==> config.mk <==
export PLATFORM = sky130hd
export DESIGN_NAME = regwr_arbiter
export DESIGN_NICKNAME = d
export VERILOG_FILES = /design/src/rtl/regwr_arbiter.sv
export SDC_FILE = /design/constraint.sdc
export NUM_CORES = 1
export LEC_CHECK = 0
export CAP_MARGIN = 20
export CORE_UTILIZATION = 54
export DETAILED_ROUTE_END_ITERATION = 10
export PLACE_DENSITY_LB_ADDON = 0.1
export SLEW_MARGIN = 10
export SYNTH_ARGS = -nofsm -noshare
export SYNTH_HDL_FRONTEND = slang
export SYNTH_SLANG_ARGS = --single-unit
==> constraint.sdc <==
create_clock -name clk -period 3.45 [get_ports clk]
set_input_delay 1.035 -clock clk [delete_from_list [all_inputs] [get_ports clk]]
set_output_delay 1.035 -clock clk [all_outputs]
set_load 0.02 [all_outputs]
==> src/rtl/regwr_arbiter.sv <==
// Arbitrates the register-file write port between WB (priority) and a FIFO of MC results,
// and keeps the per-register busy scoreboard for ID stalls. Optional macro: REGWR_BYPASS_EN.
module regwr_arbiter #(
    parameter int REG_NUM   = 32,
    parameter int REG_ADDRW = 5,
    parameter int DWIDTH    = 32,
    parameter int QDEPTH    = 4
) (
    input  logic                       clk,
    input  logic                       rst_n,
    input  logic                       wb_valid,
    input  logic [REG_ADDRW-1:0]       wb_num,
    input  logic [DWIDTH-1:0]          wb_data,
    input  logic                       mc_valid,
    output logic                       mc_ready,
    input  logic [REG_ADDRW-1:0]       mc_num,
    input  logic [DWIDTH-1:0]          mc_data,
    input  logic                       mc_issue,
    input  logic [REG_ADDRW-1:0]       mc_issue_num,
    input  logic [REG_ADDRW-1:0]       id_rs1,
    input  logic [REG_ADDRW-1:0]       id_rs2,
    input  logic [REG_ADDRW-1:0]       id_rd,
    output logic                       id_stall,
    output logic                       rf_wr_en,
    output logic [REG_ADDRW-1:0]       rf_wr_num,
    output logic [DWIDTH-1:0]          rf_wr_data,
    output logic [$clog2(QDEPTH):0]    q_count
);
    localparam int PTRW = $clog2(QDEPTH);
    localparam int CW   = PTRW + 1;
    localparam logic [CW-1:0] DEPTH_C = CW'(QDEPTH);

    logic [REG_ADDRW-1:0] fifo_num_q  [QDEPTH];
    logic [DWIDTH-1:0]    fifo_data_q [QDEPTH];
    logic [PTRW-1:0]      wr_ptr_q, rd_ptr_q;
    logic [CW-1:0]        count_q, count_d;
    logic [REG_NUM-1:0]   busy_q, busy_d;
    logic                 rf_en_q, rf_en_d;
    logic [REG_ADDRW-1:0] rf_num_q, rf_num_d;
    logic [DWIDTH-1:0]    rf_data_q, rf_data_d;

    logic wb_take, fifo_empty, mc_acc, bypass, push, pop;

    assign wb_take    = wb_valid && (wb_num != '0);
    assign fifo_empty = (count_q == '0);
    assign mc_ready   = (count_q < DEPTH_C);
    assign mc_acc     = mc_valid && mc_ready;

`ifdef REGWR_BYPASS_EN
    // An MC result may skip the FIFO only when nothing older could be waiting for the port.
    assign bypass = mc_acc && (mc_num != '0) && fifo_empty && !wb_take;
`else
    assign bypass = 1'b0;
`endif

    assign pop  = !wb_take && !fifo_empty;
    assign push = mc_acc && (mc_num != '0) && !bypass;

    assign id_stall   = busy_q[id_rs1] | busy_q[id_rs2] | busy_q[id_rd];
    assign rf_wr_en   = rf_en_q;
    assign rf_wr_num  = rf_num_q;
    assign rf_wr_data = rf_data_q;
    assign q_count    = count_q;

    always_comb begin
        rf_en_d   = 1'b0;
        rf_num_d  = rf_num_q;
        rf_data_d = rf_data_q;
        busy_d    = busy_q;
        if (wb_take) begin
            rf_en_d   = 1'b1;
            rf_num_d  = wb_num;
            rf_data_d = wb_data;
        end else if (pop) begin
            rf_en_d   = 1'b1;
            rf_num_d  = fifo_num_q[rd_ptr_q];
            rf_data_d = fifo_data_q[rd_ptr_q];
            busy_d[fifo_num_q[rd_ptr_q]] = 1'b0;
        end else if (bypass) begin
            rf_en_d   = 1'b1;
            rf_num_d  = mc_num;
            rf_data_d = mc_data;
            busy_d[mc_num] = 1'b0;
        end
        // A new issue on the same edge as the retiring write keeps the register busy.
        if (mc_issue && (mc_issue_num != '0)) begin
            busy_d[mc_issue_num] = 1'b1;
        end
        busy_d[0] = 1'b0;
    end

    always_comb begin
        count_d = count_q;
        case ({push, pop})
            2'b10:   count_d = count_q + 1'b1;
            2'b01:   count_d = count_q - 1'b1;
            default: count_d = count_q;
        endcase
    end

    always_ff @(posedge clk or negedge rst_n) begin
        if (!rst_n) begin
            rf_en_q   <= 1'b0;
            rf_num_q  <= '0;
            rf_data_q <= '0;
            count_q   <= '0;
            wr_ptr_q  <= '0;
            rd_ptr_q  <= '0;
            busy_q    <= '0;
        end else begin
            rf_en_q   <= rf_en_d;
            rf_num_q  <= rf_num_d;
            rf_data_q <= rf_data_d;
            count_q   <= count_d;
            busy_q    <= busy_d;
            if (push) wr_ptr_q <= wr_ptr_q + 1'b1;
            if (pop)  rd_ptr_q <= rd_ptr_q + 1'b1;
        end
    end

    always_ff @(posedge clk) begin
        if (push) begin
            fifo_num_q[wr_ptr_q]  <= mc_num;
            fifo_data_q[wr_ptr_q] <= mc_data;
        end
    end
endmodule
Yosys cells after proc, flatten, opt, wreduce, memory -nomap -nowiden
Memories as Yosys holds them, arrays and structs flattened.
Index checks and enable logic that the tools add are counted.

operators by class
  $add $sub $neg = 4
  multipliers = 0
  divide/modulo/power cells = 0
  $lt $le $gt $ge = 8
  equality and inequality tests = 2
  shifts and indexed selects = 0
  muxes and demuxes = 22
  bitwise operators = 5
  reduce and logical (&&, ||, !) cells = 15

operators by type and width
  kind                   count
  $mux W32               5
  $and A32 B32 Y32       1
  $not A32 Y32           1
  $or A32 B32 Y32        1
  $lt A5 B6 Y1 const B   5
  $bmux W1 S5            3
  $reduce_bool A5 Y1     3
  $demux W1 S5           2
  $ge A5 B1 Y1 const B   2
  $mux W5                2
  $mux W1                9
  $logic_and A1 B1 Y1    7
  $pmux W3 S2            1
  $add A2 B1 Y2 const B  2
  $reduce_bool A2 Y1     2
  $add A3 B1 Y3 const B  1
  $logic_not A3 Y1       1
  $lt A3 B3 Y1 const B   1
  $sub A3 B1 Y3 const B  1
  $eq A2 B1 Y1 const B   1
  $eq A2 B2 Y1 const B   1
  $logic_not A1 Y1       2
  $or A1 B1 Y1           2

word-level totals
  register bits after elaboration = 76
  latch bits = 0
  memory bits (writable) = 148
  memory bits (read-only) = 0
  word-level logic and storage cells = 65
  memories kept = 2

memories
  name         depth  bits a word  read ports  clocked after memory_dff  wr ports  RTL line  source
  fifo_data_q  4      32           1           0                         1         34        logic [DWIDTH-1:0] fifo_data_q [QDEPTH];
  fifo_num_q   4      5            1           0                         1         33        logic [REG_ADDRW-1:0] fifo_num_q [QDEPTH];

Logic depth before layout (Yosys ltp)
An unclocked memory read counts as a cell.

  depth in word-level cells = 11
  depth in mapped cells = 9
  depth with buffers taken out = 9

Worst setup path after synthesis
Ideal clock, no wire load.

  path type = input-to-output
  start point = input port id_rs2[0]
  end point = output port id_stall
  arrival time = 2.474 ns
  data required time = 2.415 ns
  setup slack = -0.059 ns
  cell stages on the path = 6
  cells stage by stage = buf_2 > mux4_2 > mux2i_1 > o22ai_1 > nor4_1 > nand4_1

on the way
  cells in the longest elaborated chain, start to end = 4

RTL lines
  item                           RTL line  source
  start, declared                21        input logic [REG_ADDRW-1:0] id_rs2,
  $bmux W1 S5                    59        assign id_stall = busy_q[id_rs1] | busy_q[id_rs2] | busy_q[id_rd];
  $mux W1 (not written as such)  59
  $or A1 B1 Y1 (2 in series)     59
  end, declared                  23        output logic id_stall,

Every way passes these cells. The select of a mux whose other input is x is not followed.

Worst setup path after layout
  start point = input port id_rs2[1]
  end point = output port id_stall

The elaborated chain is that of the path after synthesis.

==> run metrics <==
status=complete, but fails checks; failing checks=setup timing; commonest non-fill, non-tap cell in the layout=edfxtp_1; CTS H-Tree Depth=1; Rows=48; crit start category=input port; hold_sp=q_count[0]; Slowest-stage cell, CP=mux2_2; Comb power frac=between 30% and 40%; Seq pwr share=42.0%; post-synthesis register bit count=about 220; fin nets=around 910; sequential area share after synthesis=65.2%; layout cell share with drive strength beyond 1=20.4%; cells after synthesis=620; ys flop type=edfxtp_1; Total GRT Usage=between 20% and 30%; Die Ht=136 um; clock tree buffer depth=3; power density cells=780 nW/um2; worst slew pin tran=663 ps; I/O Pins=142; clock power share=24.4%; die span in x=between 100 and 150 um; Fin. Hold Viols=0; hpwl dp=15,800 um; Final Skew=10.8 ps; drt pass-1 iters=5; Syn Nets=725; GRT Residual Overflow=0; vias in the first global route=roughly 6,400; hold worst-path end=q_count[0]; CTS clk-pin slew, worst paths=approximately 60 ps; final worst-path setup slack=-159 ps; Hold Crit Class=reg2reg; clock latency on the worst-skew pair=approximately 500 ps; reg-to-reg startpoint=q_count[0]; core outline area=approximately 17,000 um2; reg2reg end=q_count[2]; syn_area_per_cell=15.7 um2; sw frac=32.3%; Final setup viols=1; initial antenna violation count=0; pin count of the biggest net entering global routing=60; CP Data Required Time=2410 ps; final core utilization=around 71%; setup TNS=-159 ps; max cap viols=0; hold_buf cts=0; global-route wire length before repair=approximately 35,000 um; wire length per cell=21.9 um; DP Area=11,700 um2; period utilization=105%; Sw Pwr=around 0.0031 W; worst ir drop on vdd=708 uV; gpl congestion=0.965; CP Capture Type=output pin; synth unique cells=52; Max-Slew Margin vs Limit=55.8%; total power=0.00972 W; CP cell instances=clkdlybuf4s15_2 > buf_4 > mux2_2 > o22ai_1 > nor4b_1 > nor4_2 > nand4_1 > buf_6; Antenna Nets Post-Route=0; reg2reg setup slack=1260 ps; EDFF count, synth=148; Tmin final=3610 ps; DRT iter0 DRCs=353; CP max stage delay=330 ps; via density per instance=5.90; vias=6,174; Max Slew Vio Count=0; Yosys warning count=0; initial core utilization=55.7%; FFs w/ async S/R, synth=33.9%; Die ar.=18,600 um2; CTS Sinks=224; unrepaired setup endpoints after global routing=yes; Critical Path Fanout Max=3; Min-Delay Path Depth=1; crit path kind=in2out; synthesized area=9730 um2; final wirelength=23,000 um; port buffer count=around 140; leakage=4.67 nW; Max Fclk=0.277 GHz; Root Buffer=clkbuf_16; finished layout cell area=12,500 um2; area grow syn2layout=28.1%; CTS tree=done; Internal Pwr Total=approximately 0.0066 W; CTS buffer count=23; R2R cell count=9; DRC=0; WP data arrival=2570 ps; most frequent cells in the layout=148 x edfxtp_1, 129 x clkdlybuf4s50_1, 74 x dfrtp_1, 57 x o21ai_0
[layer usage]
| layer | vias to the layer above | wire [um] | global-route usage [%] |
|---|---|---|---|
| li1 | 2795 | - | - |
| met1 | 3120 | 9590 | 33.0 |
| met2 | 223 | 11600 | 43.5 |
| met5 | - | 0 | 0 |
| met3 | 36 | 1280 | 4.62 |
| met4 | 0 | 449 | 7.59 |
[timing repair]
item | CTS | global route
gates resized for setup | 41 | 8
gates cloned | 1 | 0
setup buffers | 4 | 0
endpoints found under the setup margin | 1 | 1
pin swaps | 7 | 3
[critical path, delay by kind of cell]
kind | cells | cell delay [ps]
buffers and inverters | 3 | 500
AO/OA/AOI/OAI | 1 | 150
multiplexers | 1 | 330
AND/OR/NAND/NOR | 3 | 550
[Yosys cell counts, types with 2 or more instances]
cell type	number	share of area, %
mux4_1	3	0.81
a2111oi_0	2	0.18
edfxtp_1	148	46
and2_1	6	0.39
nor4_1	2	0.13
dfrtp_1	76	20
ha_1	5	0.64
a221oi_1	2	0.18
o21ai_1	3	0.15
a21oi_1	37	1.9
clkbuf_1	9	0.35
mux2_2	11	1.3
nand3_1	15	0.77
mux4_2	49	11
and3b_1	2	0.18
a31oi_1	2	0.13
nor3b_1	2	0.15
o21ai_0	57	2.9
nand4_1	6	0.39
nand2_1	13	0.50
nor2_1	42	1.6
o22ai_1	3	0.19
buf_2	18	0.93
mux2i_1	49	5.0
xor2_1	2	0.18
inv_1	10	0.39
xnor2_1	4	0.36
nand4b_1	2	0.18
nand2b_1	6	0.39
nor2b_1	8	0.51
nor4b_1	2	0.18
nand4b_2	2	0.31
o31ai_1	3	0.23
[sequential cells by signal, indices dropped and copies added (netlist names)]
name         cells
fifo_num_q      20
wr_ptr_q         2
rf_wr_en         1
q_count          3
rd_ptr_q         2
rf_wr_data      32
rf_wr_num        5
busy_q          31
fifo_data_q    128
[cells by family after synthesis]
logic type / Yosys count / synth area share, %
AOI/OAI and AO/OA: 116 / 6.60
xor gates and xnor gates: 6 / 0.540
adders and majority gates: 6 / 0.849
buffers and inverters: 40 / 2.01
DFF: 224 / 65.2
muxes: 112 / 18.5
and+or+nand+nor: 116 / 6.34
[metrics by stage]
stage	cells	hold slack [ps]	worst slack, ps
6_report	1047	508	-159
5_1_grt	1045	524	-215
4_1_cts	1046	513	-172
3_5_place_dp	1000	500	-1030
3_3_place_gp	1000	496	-1030
2_1_floorplan	620	492	30.2
[final cells by class]
| class | count | area [um2] |
|---|---|---|
| flip-flops and latches | 224 | 6350 |
| fillers | 1146 | 5010 |
| multi-input cells | 356 | 3240 |
| repair buffers | 189 | 1820 |
| clock buffers | 30 | 612 |
| well taps | 225 | 282 |
| clock inverters | 11 | 110 |
| inverters | 10 | 37.5 |
| diodes | 2 | 5.00 |
[how the worst max path moves through the flow]
stage	start	to	slack (ps)	cells after the start
floorplan	id_rd[2]	id_stall	30	6
global placement	id_rs2[0]	id_stall	-1030	8
detailed placement	id_rs2[0]	id_stall	-1030	8
CTS	id_rs2[0]	id_stall	-170	8
global route	id_rs2[0]	id_stall	-210	8
finish	id_rs2[1]	id_stall	-160	8
[power groups by stage]
stage	sequential, W	combinational (W)	clock, W
detailed placement	0.00412	0.00325	0
CTS	0.00407	0.00328	0.00241
global route	0.00414	0.00352	0.00250
floorplan	0.00403	0.00198	0
finish	0.00409	0.00327	0.00237
global placement	0.00412	0.00319	0
(Power assumes the default switching activity.)
